**src/rtl/sha_dispatch_sched_if.sv**
```systemverilog
// sha_dispatch_sched_if: cfg/status bus from the front end plus the shared text/cmd bus and per-core status
interface sha_dispatch_sched_if #(parameter int NUM_CORES = 2);
  logic                   cfg_we;
  logic [4:0]             cfg_addr;
  logic [31:0]            cfg_wdata;
  logic                   busy;
  logic                   hit;
  logic [31:0]            hit_nonce;
  logic [31:0]            nonce_cur;
  logic                   wrapped;
  logic [31:0]            core_text;
  logic [2:0]             core_cmd;
  logic [NUM_CORES-1:0]   core_cmd_w;
  logic [NUM_CORES-1:0]   core_busy;
  logic [32*NUM_CORES-1:0] core_dig_hi;
  modport master (
    output cfg_we, cfg_addr, cfg_wdata, core_busy, core_dig_hi,
    input  busy, hit, hit_nonce, nonce_cur, wrapped, core_text, core_cmd, core_cmd_w
  );
  modport slave (
    input  cfg_we, cfg_addr, cfg_wdata, core_busy, core_dig_hi,
    output busy, hit, hit_nonce, nonce_cur, wrapped, core_text, core_cmd, core_cmd_w
  );
endinterface

```
**src/rtl/sha_dispatch_sched.sv**
```systemverilog
// sha_dispatch_sched: dispatches nonces to NUM_CORES sha256 cores over one text bus and flags leading-zero digests (ports: clk, reset, bus = cfg/status + core bus)
module sha_dispatch_sched #(parameter int NUM_CORES = 2) (
  input logic clk,
  input logic reset,
  sha_dispatch_sched_if.slave bus
);
  localparam int IW = NUM_CORES > 1 ? $clog2(NUM_CORES) : 1;
  typedef enum logic [2:0] {IDLE, SELECT, LOAD, RUNWAIT, DRAIN, HIT} state_t;
  state_t state, next;
  logic [31:0] start_nonce, mask, win_nonce;
  logic [31:0] msg [16];
  logic [31:0] nonce_k [NUM_CORES];
  logic [5:0] zbits;
  logic [4:0] beat;
  logic [IW-1:0] sel, rr, pick;
  logic [NUM_CORES-1:0] inflight, seen_busy, done, qual;
  logic found, stop_pend, go, stop, cfg_ok, hit_take, load_end;
  assign mask = 32'hFFFFFFFF >> zbits;
  assign cfg_ok = state == IDLE || state == HIT;
  assign go = bus.cfg_we && bus.cfg_addr == 5'd17 && bus.cfg_wdata[0];
  assign stop = bus.cfg_we && bus.cfg_addr == 5'd17 && bus.cfg_wdata[1];
  assign done = inflight & seen_busy & ~bus.core_busy;
  assign hit_take = |qual && !cfg_ok;
  assign load_end = state == LOAD && beat == 5'd16;
  assign bus.busy = !cfg_ok;
  assign bus.core_cmd_w = state == LOAD && beat == 5'd0 ? NUM_CORES'(1) << sel : '0;
  assign bus.core_cmd = state == LOAD && beat == 5'd0 ? 3'b010 : 3'b000;
  assign bus.core_text = state != LOAD || beat == 5'd0 ? 32'd0 :
                         beat == 5'd1 ? bus.nonce_cur : msg[4'(beat - 5'd1)];
  // Both loops run high-to-low so the lowest index / nearest round-robin slot wins.
  always_comb begin
    qual = '0;
    win_nonce = '0;
    found = 1'b0;
    pick = rr;
    for (int k = NUM_CORES - 1; k >= 0; k--) begin
      qual[k] = done[k] && ((mask | bus.core_dig_hi[32*k +: 32]) == mask);
      if (qual[k]) win_nonce = nonce_k[k];
    end
    for (int i = NUM_CORES - 1; i >= 0; i--)
      if (!inflight[(int'(rr) + i) % NUM_CORES]) begin
        found = 1'b1;
        pick = IW'((int'(rr) + i) % NUM_CORES);
      end
  end
  always_comb begin
    next = state;
    case (state)
      IDLE, HIT: next = go ? SELECT : state;
      SELECT:    next = hit_take ? HIT : stop ? DRAIN : found ? LOAD : RUNWAIT;
      LOAD:      next = hit_take ? HIT : !load_end ? LOAD : (stop || stop_pend) ? DRAIN : SELECT;
      RUNWAIT:   next = hit_take ? HIT : stop ? DRAIN : !(&inflight) ? SELECT : RUNWAIT;
      DRAIN:     next = hit_take ? HIT : inflight == '0 ? IDLE : DRAIN;
      default:   next = IDLE;
    endcase
  end
  always_ff @(posedge clk or posedge reset)
    if (reset) state <= IDLE;
    else state <= next;
  always_ff @(posedge clk or posedge reset) begin
    if (reset) begin
      start_nonce <= '0;
      msg <= '{default: '0};
      nonce_k <= '{default: '0};
      zbits <= '0;
      beat <= '0;
      sel <= '0;
      rr <= '0;
      inflight <= '0;
      seen_busy <= '0;
      stop_pend <= 1'b0;
      bus.hit <= 1'b0;
      bus.hit_nonce <= '0;
      bus.nonce_cur <= '0;
      bus.wrapped <= 1'b0;
    end else begin
      seen_busy <= (seen_busy | (inflight & bus.core_busy)) & ~done;
      inflight <= inflight & ~done;
      beat <= state == LOAD && next == LOAD ? beat + 5'd1 : 5'd0;
      stop_pend <= state == LOAD && (stop_pend || stop);
      if (cfg_ok && bus.cfg_we) begin
        if (bus.cfg_addr == 5'd0) start_nonce <= bus.cfg_wdata;
        else if (bus.cfg_addr < 5'd16) msg[bus.cfg_addr[3:0]] <= bus.cfg_wdata;
        else if (bus.cfg_addr == 5'd16) zbits <= bus.cfg_wdata > 32 ? 6'd32 : bus.cfg_wdata[5:0];
      end
      if (cfg_ok && go) begin
        bus.hit <= 1'b0;
        bus.wrapped <= 1'b0;
        bus.nonce_cur <= start_nonce;
        inflight <= '0;
        seen_busy <= '0;
        rr <= '0;
      end
      if (hit_take) begin
        bus.hit <= 1'b1;
        bus.hit_nonce <= win_nonce;
      end
      if (state == SELECT && next == LOAD) begin
        sel <= pick;
        rr <= pick == IW'(NUM_CORES - 1) ? '0 : pick + 1'b1;
      end
      if (load_end && !hit_take) begin
        nonce_k[sel] <= bus.nonce_cur;
        inflight[sel] <= 1'b1;
        bus.nonce_cur <= bus.nonce_cur + 32'd1;
        if (bus.nonce_cur == 32'hFFFFFFFF) bus.wrapped <= 1'b1;
      end
    end
  end
endmodule

```
**src/flat_wrapper.sv**
```systemverilog
// flat-port wrapper written by rule: the top's interface ports become plain ports
module sha_dispatch_sched_flat 
#(parameter int NUM_CORES = 2)
  (clk, reset, bus_cfg_we, bus_cfg_addr, bus_cfg_wdata, bus_core_busy, bus_core_dig_hi, bus_busy, bus_hit, bus_hit_nonce, bus_nonce_cur, bus_wrapped, bus_core_text, bus_core_cmd, bus_core_cmd_w);
  sha_dispatch_sched_if #(.NUM_CORES(NUM_CORES)) bus_i ();
  input logic clk;
  input logic reset;
  input wire logic [$bits(bus_i.cfg_we)-1:0] bus_cfg_we;
  input wire logic [$bits(bus_i.cfg_addr)-1:0] bus_cfg_addr;
  input wire logic [$bits(bus_i.cfg_wdata)-1:0] bus_cfg_wdata;
  input wire logic [$bits(bus_i.core_busy)-1:0] bus_core_busy;
  input wire logic [$bits(bus_i.core_dig_hi)-1:0] bus_core_dig_hi;
  output wire logic [$bits(bus_i.busy)-1:0] bus_busy;
  output wire logic [$bits(bus_i.hit)-1:0] bus_hit;
  output wire logic [$bits(bus_i.hit_nonce)-1:0] bus_hit_nonce;
  output wire logic [$bits(bus_i.nonce_cur)-1:0] bus_nonce_cur;
  output wire logic [$bits(bus_i.wrapped)-1:0] bus_wrapped;
  output wire logic [$bits(bus_i.core_text)-1:0] bus_core_text;
  output wire logic [$bits(bus_i.core_cmd)-1:0] bus_core_cmd;
  output wire logic [$bits(bus_i.core_cmd_w)-1:0] bus_core_cmd_w;
  assign bus_i.cfg_we = bus_cfg_we;
  assign bus_i.cfg_addr = bus_cfg_addr;
  assign bus_i.cfg_wdata = bus_cfg_wdata;
  assign bus_i.core_busy = bus_core_busy;
  assign bus_i.core_dig_hi = bus_core_dig_hi;
  assign bus_busy = bus_i.busy;
  assign bus_hit = bus_i.hit;
  assign bus_hit_nonce = bus_i.hit_nonce;
  assign bus_nonce_cur = bus_i.nonce_cur;
  assign bus_wrapped = bus_i.wrapped;
  assign bus_core_text = bus_i.core_text;
  assign bus_core_cmd = bus_i.core_cmd;
  assign bus_core_cmd_w = bus_i.core_cmd_w;
  sha_dispatch_sched #(.NUM_CORES(NUM_CORES)) u_core (.clk(clk), .reset(reset), .bus(bus_i));
endmodule
```
**config.mk**
```make
export PLATFORM = sky130hd
export DESIGN_NAME = sha_dispatch_sched_flat
export DESIGN_NICKNAME = d
export VERILOG_FILES = /design/src/rtl/sha_dispatch_sched_if.sv /design/src/rtl/sha_dispatch_sched.sv /design/src/flat_wrapper.sv
export SDC_FILE = /design/constraint.sdc
export NUM_CORES = 2
export LEC_CHECK = 0
export BUFFER_PORTS_ARGS = -buffer_cell sky130_fd_sc_hd__buf_2
export CORE_ASPECT_RATIO = 1.25
export CORE_UTILIZATION = 55
export CTS_BUF_LIST = sky130_fd_sc_hd__clkbuf_16
export CTS_CLUSTER_SIZE = 28
export DETAILED_ROUTE_END_ITERATION = 12
export PLACE_DENSITY = 0.78
export SYNTH_ARGS = -nofsm -noshare
export SYNTH_HDL_FRONTEND = slang
export SYNTH_SLANG_ARGS = --single-unit
```
**constraint.sdc**
```tcl
create_clock -name clk -period 34.6 [get_ports clk]
set_input_delay 1.73 -clock clk [delete_from_list [all_inputs] [get_ports clk]]
set_output_delay 1.73 -clock clk [all_outputs]
set_load 0.005 [all_outputs]
```
Yosys cells after proc, flatten, opt, wreduce, memory -nomap -nowiden
Cells that the tools add are included.
Widths: inputs -> output; s select.
- $add $sub $neg: 5
- $mul: 0
- divide/modulo/power cells: 0
- order comparisons: 11
- equality and inequality tests: 14
- shift operators: 2
- multiplexer cells: 53
- bitwise gates (word level): 17
- reductions and logical operators: 35
- operators by type and width (kind ; count):
    $bwmux 512 ; 1
    $mux 32 ; 10
    $bmux 32 s4 ; 1
    $demux 32 s4 ; 1
    $bwmux 64 ; 1
    $eq 32x32->1 ; 2
    $or 32x32->32 ; 2
    $add 32x1->32 const B ; 1
    $demux 32 s1 ; 1
    $eq 32x32->1 const B ; 1
    $gt 32x6->1 const B ; 1
    $shr 32x6->32 const A ; 1
    $mux 3 ; 10
    $mux 1 ; 18
    $logic_and 1x1->1 ; 17
    $eq 5x5->1 const B ; 3
    $pmux 3 s5 ; 1
    $mux 2 ; 6
    $and 2x2->2 ; 5
    $ge 5x5->1 const B ; 2
    $logic_not 5->1 ; 2
    $not 4->5 ; 2
    $eq 3x2->1 const B ; 3
    $eq 3x3->1 const B ; 2
    other kinds (31) ; 43
- bits in registers: 695
- bits in latches: 0
- memory bits (writable): 0
- ROM bits: 0
- output and inout port bits: 104
- word-level logic and storage cells: 168
- memories kept: 0

Depth between registers and ports, before layout
- depth in word-level cells: 14
- mapped depth: 13
- depth with buffers taken out: 9

Worst setup path after synthesis
No wires, ideal clock.
- path type: register to output
- start point: reg u_core.beat[0]
- end point: out bus_core_text[22]
- arrival: 3.361 ns
- required time: 32.870 ns
- slack: 29.509 ns
- cell stages (with the launch flop): 12
- buffers on the path: 5
- cells stage by stage: dfrtp_1 > clkbuf_1 > clkbuf_1 > buf_1 > inv_1 > ha_1 > clkbuf_1 > clkbuf_1 > mux4_2 > mux4_2 > nand2_1 > a21oi_1
- cells in the longest elaborated chain, start to end: 7
- elaborated cells on any way between the ends: 10
- classes of those cells: add/sub: 1; eq/ne: 1; mux: 5; bitwise: 1; reduce/logical: 2
- RTL lines (element ; RTL line ; RTL):
    from (decl) ; sha_dispatch_sched.sv:14 ; logic [4:0] beat;
    from (signal assigned) ; sha_dispatch_sched.sv:79 ; beat <= state == LOAD && next == LOAD ? beat + 5'd1 : 5'd0;
    $sub 4x1->4 ; sha_dispatch_sched.sv:29 ; beat == 5'd1 ? bus.nonce_cur : msg[4'(beat - 5'd1)];
    $not 4->5 (not written as such) ; sha_dispatch_sched.sv:29 ;
    $bmux 32 s4 ; sha_dispatch_sched.sv:29 ;
    $mux 32 (not written as such) (2 in a row) ; sha_dispatch_sched.sv:29 ;
    $mux 32 ; sha_dispatch_sched.sv:29 ;
    $mux 32 * ; sha_dispatch_sched.sv:28 ; assign bus.core_text = state != LOAD || beat == 5'd0 ? 32'd0 :
    to (decl) ; flat_wrapper.sv:18 ; output wire logic [$bits(bus_i.core_text)-1:0] bus_core_text;
Every way passes the cells marked *; elsewhere a longest branch is shown, timed or not. The select of a mux whose other input is x is not followed.

Worst setup path after layout
- start point: reg u_core.beat[0]
- end point: out bus_core_text[18]
Same word-level chain as after synthesis.

==> impl_metrics.csv <==
group,metric,value,unit
outcome,run_status,"complete, no violations",
synth,syn_avg_cell_area,14.5,µm²
routing,drt_iter0_markers,1686,
cts,tritoncts,"done",
worst_setup_path,critical-path-slowest-cell,"sky130_fd_sc_hd__buf_4",
worst_setup_path,crit_arrival,4590,ps
worst_setup_path,path_cells,"inv_1 -> ha_4 -> buf_4 -> mux4_2 -> mux4_2 -> nand2_1 -> a21oi_1 -> buf_2",
synth,post_synthesis_instance_total,2246,
timing,finalSetupTns,0,ps
synth,fraction_of_synthesized_cell_area_in_xor_and_xnor_cells,0.189,%
global_route,via_count_of_the_first_global_routing_pass,21322,
routing,num_vias,20161,
timing,relSlewSlack,20.2,%
floorplan,floorplan.initialDensity,55.7,%
pwr,p_leak,0.0170,µW
synth,synth-async-reset-ratio,100,%
cts,clk_transition_reported_paths,60,ps
synth,synth_top_family_by_area,"multiplexers",
pwr,irDropWorstVdd,0.0595,mV
global_route,grt_most_used_layer,"met2",
routing,detailedRoute.firstPassIterationCount,7,
synth,number_of_synthesized_register_bits,695,
timing,setup_viol,0,
synth,synth.distinct_cells,76,
floorplan,core,0.0583,mm²
routing,route.final.wire_length,81.1,mm
floorplan,floorplan.die.width,219,µm
floorplan,core.rowCount,99,
global_route,grtUsageMet2,45.4,%
worst_setup_path,worstSetupPathType,"reg -> out",
routing,route.antenna.remaining_nets,0,
cts,numCtsBuffers,66,
global_route,gr-usage-met1,36.3,%
cts,tritoncts_num_sinks,695,
worst_setup_path,worst_ep_required_time,32870,ps
layout,multiInputGateArea,0.0142,mm²
global_route,maximum_number_of_pins_on_one_net_before_global_route_repair,148,
run,drv_cap,0,
cts,cts.repair_timing.setup_buffer_count,0,
worst_setup_path,cpPeakStageDelay,990,ps
cts,htree_num_levels,3,
global_route,grt_use_total,27.8,%
placement,place_area,0.0339,mm²
synth,ys.warnings.count,0,
cts,worst_skew_pair.late_latency,610,ps
layout,fillers,4104,
layout,commonest_non_fill_non_tap_cell_in_the_layout,"sky130_fd_sc_hd__dfrtp_1",
synth,synth-compound-area-share,4.26,%
timing,tightest_slew,1190,ps
floorplan,dieArea,0.0600,mm²
synth,yosys.area_share.simple,4.58,%
routing,routedWlPerCell,25.7,µm
cts,post_cts_hold_buffer_count,0,
cts,postCtsResizedCells,0,
cts,cts.root.buffer_cell,"sky130_fd_sc_hd__clkbuf_16",
placement,number_of_port_buffers,207,
layout,area.sequential,0.0174,mm²
timing,report.final.slew_viol_count,0,
layout,fin_nets,2453,
global_route,grtUsageMet3,5.33,%
synth,synth-seq-area-share,53.5,%
floorplan,ioPinCount,210,
layout,drive_above_1_share,48.8,%
synth,synth_area,0.0325,mm²
routing,route.detailed.drc,0,
global_route,antenna_violations_before_repair,9,
timing,hold_viol_final,0,
pwr,power_density,69.7,mW/mm²
cts,cts.path.max_buffers,3,
global_route,grt_remaining_overflow,0,
worst_setup_path,worst_setup_ep_type,"primary output",
floorplan,chipHeight,274,µm
global_route,grt_pass1_wl,127,mm
worst_setup_path,library_cell_appearing_most_often_on_the_critical_path,"sky130_fd_sc_hd__mux4_2",
placement,place_congestion,0.907,
worst_setup_path,critical_path.max_fanout,78,
synth,post_synth_fa_ha_maj_area_fraction,0.316,%
timing,finalCriticalPeriod,6320,ps
hold_path,hp-class,"reg -> reg",
worst_setup_path,cp-start-kind,"flip-flop",
synth,mux_contribution_to_synthesized_area,34.0,%
layout,layout_common_cells,"694 x sky130_fd_sc_hd__dfrtp_1, 540 x sky130_fd_sc_hd__mux2_2, 207 x sky130_fd_sc_hd__buf_2, 160 x sky130_fd_sc_hd__mux4_2, 117 x sky130_fd_sc_hd__nand2_1",
timing,final.setup_skew,23.9,ps
timing,grt_setup_unrepaired,"no",
placement,detailed_place_hpwl,50.2,mm
routing,vias_per_cell,6.40,
synth,yosys_most_used_dff,"sky130_fd_sc_hd__dfrtp_1",
layout,finalInstanceArea,0.0360,mm²
layout,area.growth.synth_to_final,10.9,%
synth,number_of_synthesized_flops_with_an_enable_pin,0,
timing,min_period_over_period,18.3,%
timing,max_clock_freq,158,MHz
-- logic make-up after synthesis --
logic type,count (synthesis)
buffers and inverters,237
other,1
muxes,792
and+or+nand+nor,308
DFF,695
adders and majority gates,9
AOI/OAI and AO/OA,197
xor gates and xnor gates,7
-- layer usage --
metal	wire (µm)	up-vias
li1	-	8489
met1	32800	10705
met2	40200	763
met3	5200	194
met4	2950	10
met5	49	-
-- cells in the mapped netlist (5+ instances only) --
| library cell | instances | area share, % |
|---|---|---|
| sky130_fd_sc_hd__nor2_1 | 49 | 0.57 |
| sky130_fd_sc_hd__nand2b_1 | 6 | 0.12 |
| sky130_fd_sc_hd__nand2_1 | 126 | 1.5 |
| sky130_fd_sc_hd__a21o_1 | 6 | 0.14 |
| sky130_fd_sc_hd__a31oi_1 | 8 | 0.15 |
| sky130_fd_sc_hd__a22oi_1 | 6 | 0.14 |
| sky130_fd_sc_hd__xnor2_1 | 5 | 0.13 |
| sky130_fd_sc_hd__mux4_2 | 160 | 11 |
| sky130_fd_sc_hd__or3_1 | 8 | 0.15 |
| sky130_fd_sc_hd__o21ai_0 | 35 | 0.54 |
| sky130_fd_sc_hd__and3_1 | 9 | 0.17 |
| sky130_fd_sc_hd__a211oi_1 | 11 | 0.25 |
| sky130_fd_sc_hd__a21boi_0 | 6 | 0.14 |
| sky130_fd_sc_hd__dfrtp_1 | 695 | 54 |
| sky130_fd_sc_hd__nand3_1 | 27 | 0.42 |
| sky130_fd_sc_hd__inv_1 | 20 | 0.23 |
| sky130_fd_sc_hd__and2_1 | 9 | 0.17 |
| sky130_fd_sc_hd__o211ai_1 | 6 | 0.14 |
| sky130_fd_sc_hd__nand4_1 | 5 | 0.096 |
| sky130_fd_sc_hd__ha_1 | 5 | 0.19 |
| sky130_fd_sc_hd__nor3_1 | 21 | 0.32 |
| sky130_fd_sc_hd__buf_1 | 33 | 0.38 |
| sky130_fd_sc_hd__mux2_2 | 540 | 19 |
| sky130_fd_sc_hd__o2111ai_1 | 5 | 0.13 |
| sky130_fd_sc_hd__a21oi_1 | 42 | 0.65 |
| sky130_fd_sc_hd__buf_6 | 10 | 0.35 |
| sky130_fd_sc_hd__a221o_1 | 6 | 0.18 |
| sky130_fd_sc_hd__clkbuf_1 | 164 | 1.9 |
| sky130_fd_sc_hd__nor4_1 | 18 | 0.35 |
| sky130_fd_sc_hd__a22o_1 | 5 | 0.13 |
| sky130_fd_sc_hd__a311oi_1 | 8 | 0.22 |
| sky130_fd_sc_hd__mux2_4 | 89 | 4.1 |
| sky130_fd_sc_hd__o21a_1 | 7 | 0.16 |
| sky130_fd_sc_hd__buf_4 | 9 | 0.21 |
-- power breakdown --
part | total [µW] | internal (µW) | switching [µW]
Combinational | 706 | 377 | 329
Clock | 707 | 402 | 305
Sequential | 1100 | 985 | 113
-- path summary, 6_finish.rpt --
kind,cells after the start,start,slack (ps),endpoint
max,8,u_core.beat[0]$_DFF_PP0_,28280,bus_core_text[18]
min,0,u_core.msg[492]$_DFFE_PP0P_,380,u_core.msg[492]$_DFFE_PP0P_
max reg2reg,9,u_core.zbits[2]$_DFFE_PP0P_,30220,u_core.nonce_k[51]$_DFFE_PP0P_
min reg2reg,0,u_core.msg[492]$_DFFE_PP0P_,380,u_core.msg[492]$_DFFE_PP0P_
max in group asynchronous,4,reset,30570,u_core.msg[377]$_DFFE_PP0P_
min in group asynchronous,2,reset,1360,u_core.zbits[4]$_DFFE_PP0P_
-- through the flow --
step / total power [µW] / utilization, % / hold slack (ps) / cells / worst slack [ps]
after floorplan: 1600 / - / 424 / 2247 / 13380
after global placement: 1780 / 58.1 / 360 / 3031 / 29010
after detailed placement: 1810 / 58.1 / 363 / 3031 / 28930
after CTS: 2520 / 61.7 / 376 / 3148 / 28280
after global routing: 2630 / 61.7 / 383 / 3151 / 28160
final: 2510 / 61.7 / 376 / 3152 / 28280
-- flip-flops by register name, indices dropped and copies added, names as in the netlist --
name                  flops
u_core.bus.hit_nonce     32
u_core.bus.hit            1
u_core.start_nonce       32
u_core.zbits              6
u_core.beat               5
u_core.inflight           2
u_core.nonce_k           64
u_core.sel                1
u_core.msg              512
u_core.rr                 1
u_core.seen_busy          2
u_core.bus.nonce_cur     32
u_core.state              3
u_core.stop_pend          1
u_core.bus.wrapped        1
-- area by class of cell --
class                      count  area share (%)
sequential                   695            48.3
multi-input combinational   1315            39.4
clock buffer                  70            4.86
timing repair buffer         244            3.65
tap                          757            2.63
clock inverter                47           0.938
inverter                      20           0.229
antenna                        4          0.0278
-- critical path: cells and delay by family (launching register included) --
family          cells  cell delay (ps)
flops               1              580
mux                 2              940
compound gates      1              170
fa+ha+maj           1              820
simple gates        1              100
buf+inv             3             1310
Power figures use the tool's default switching activity.
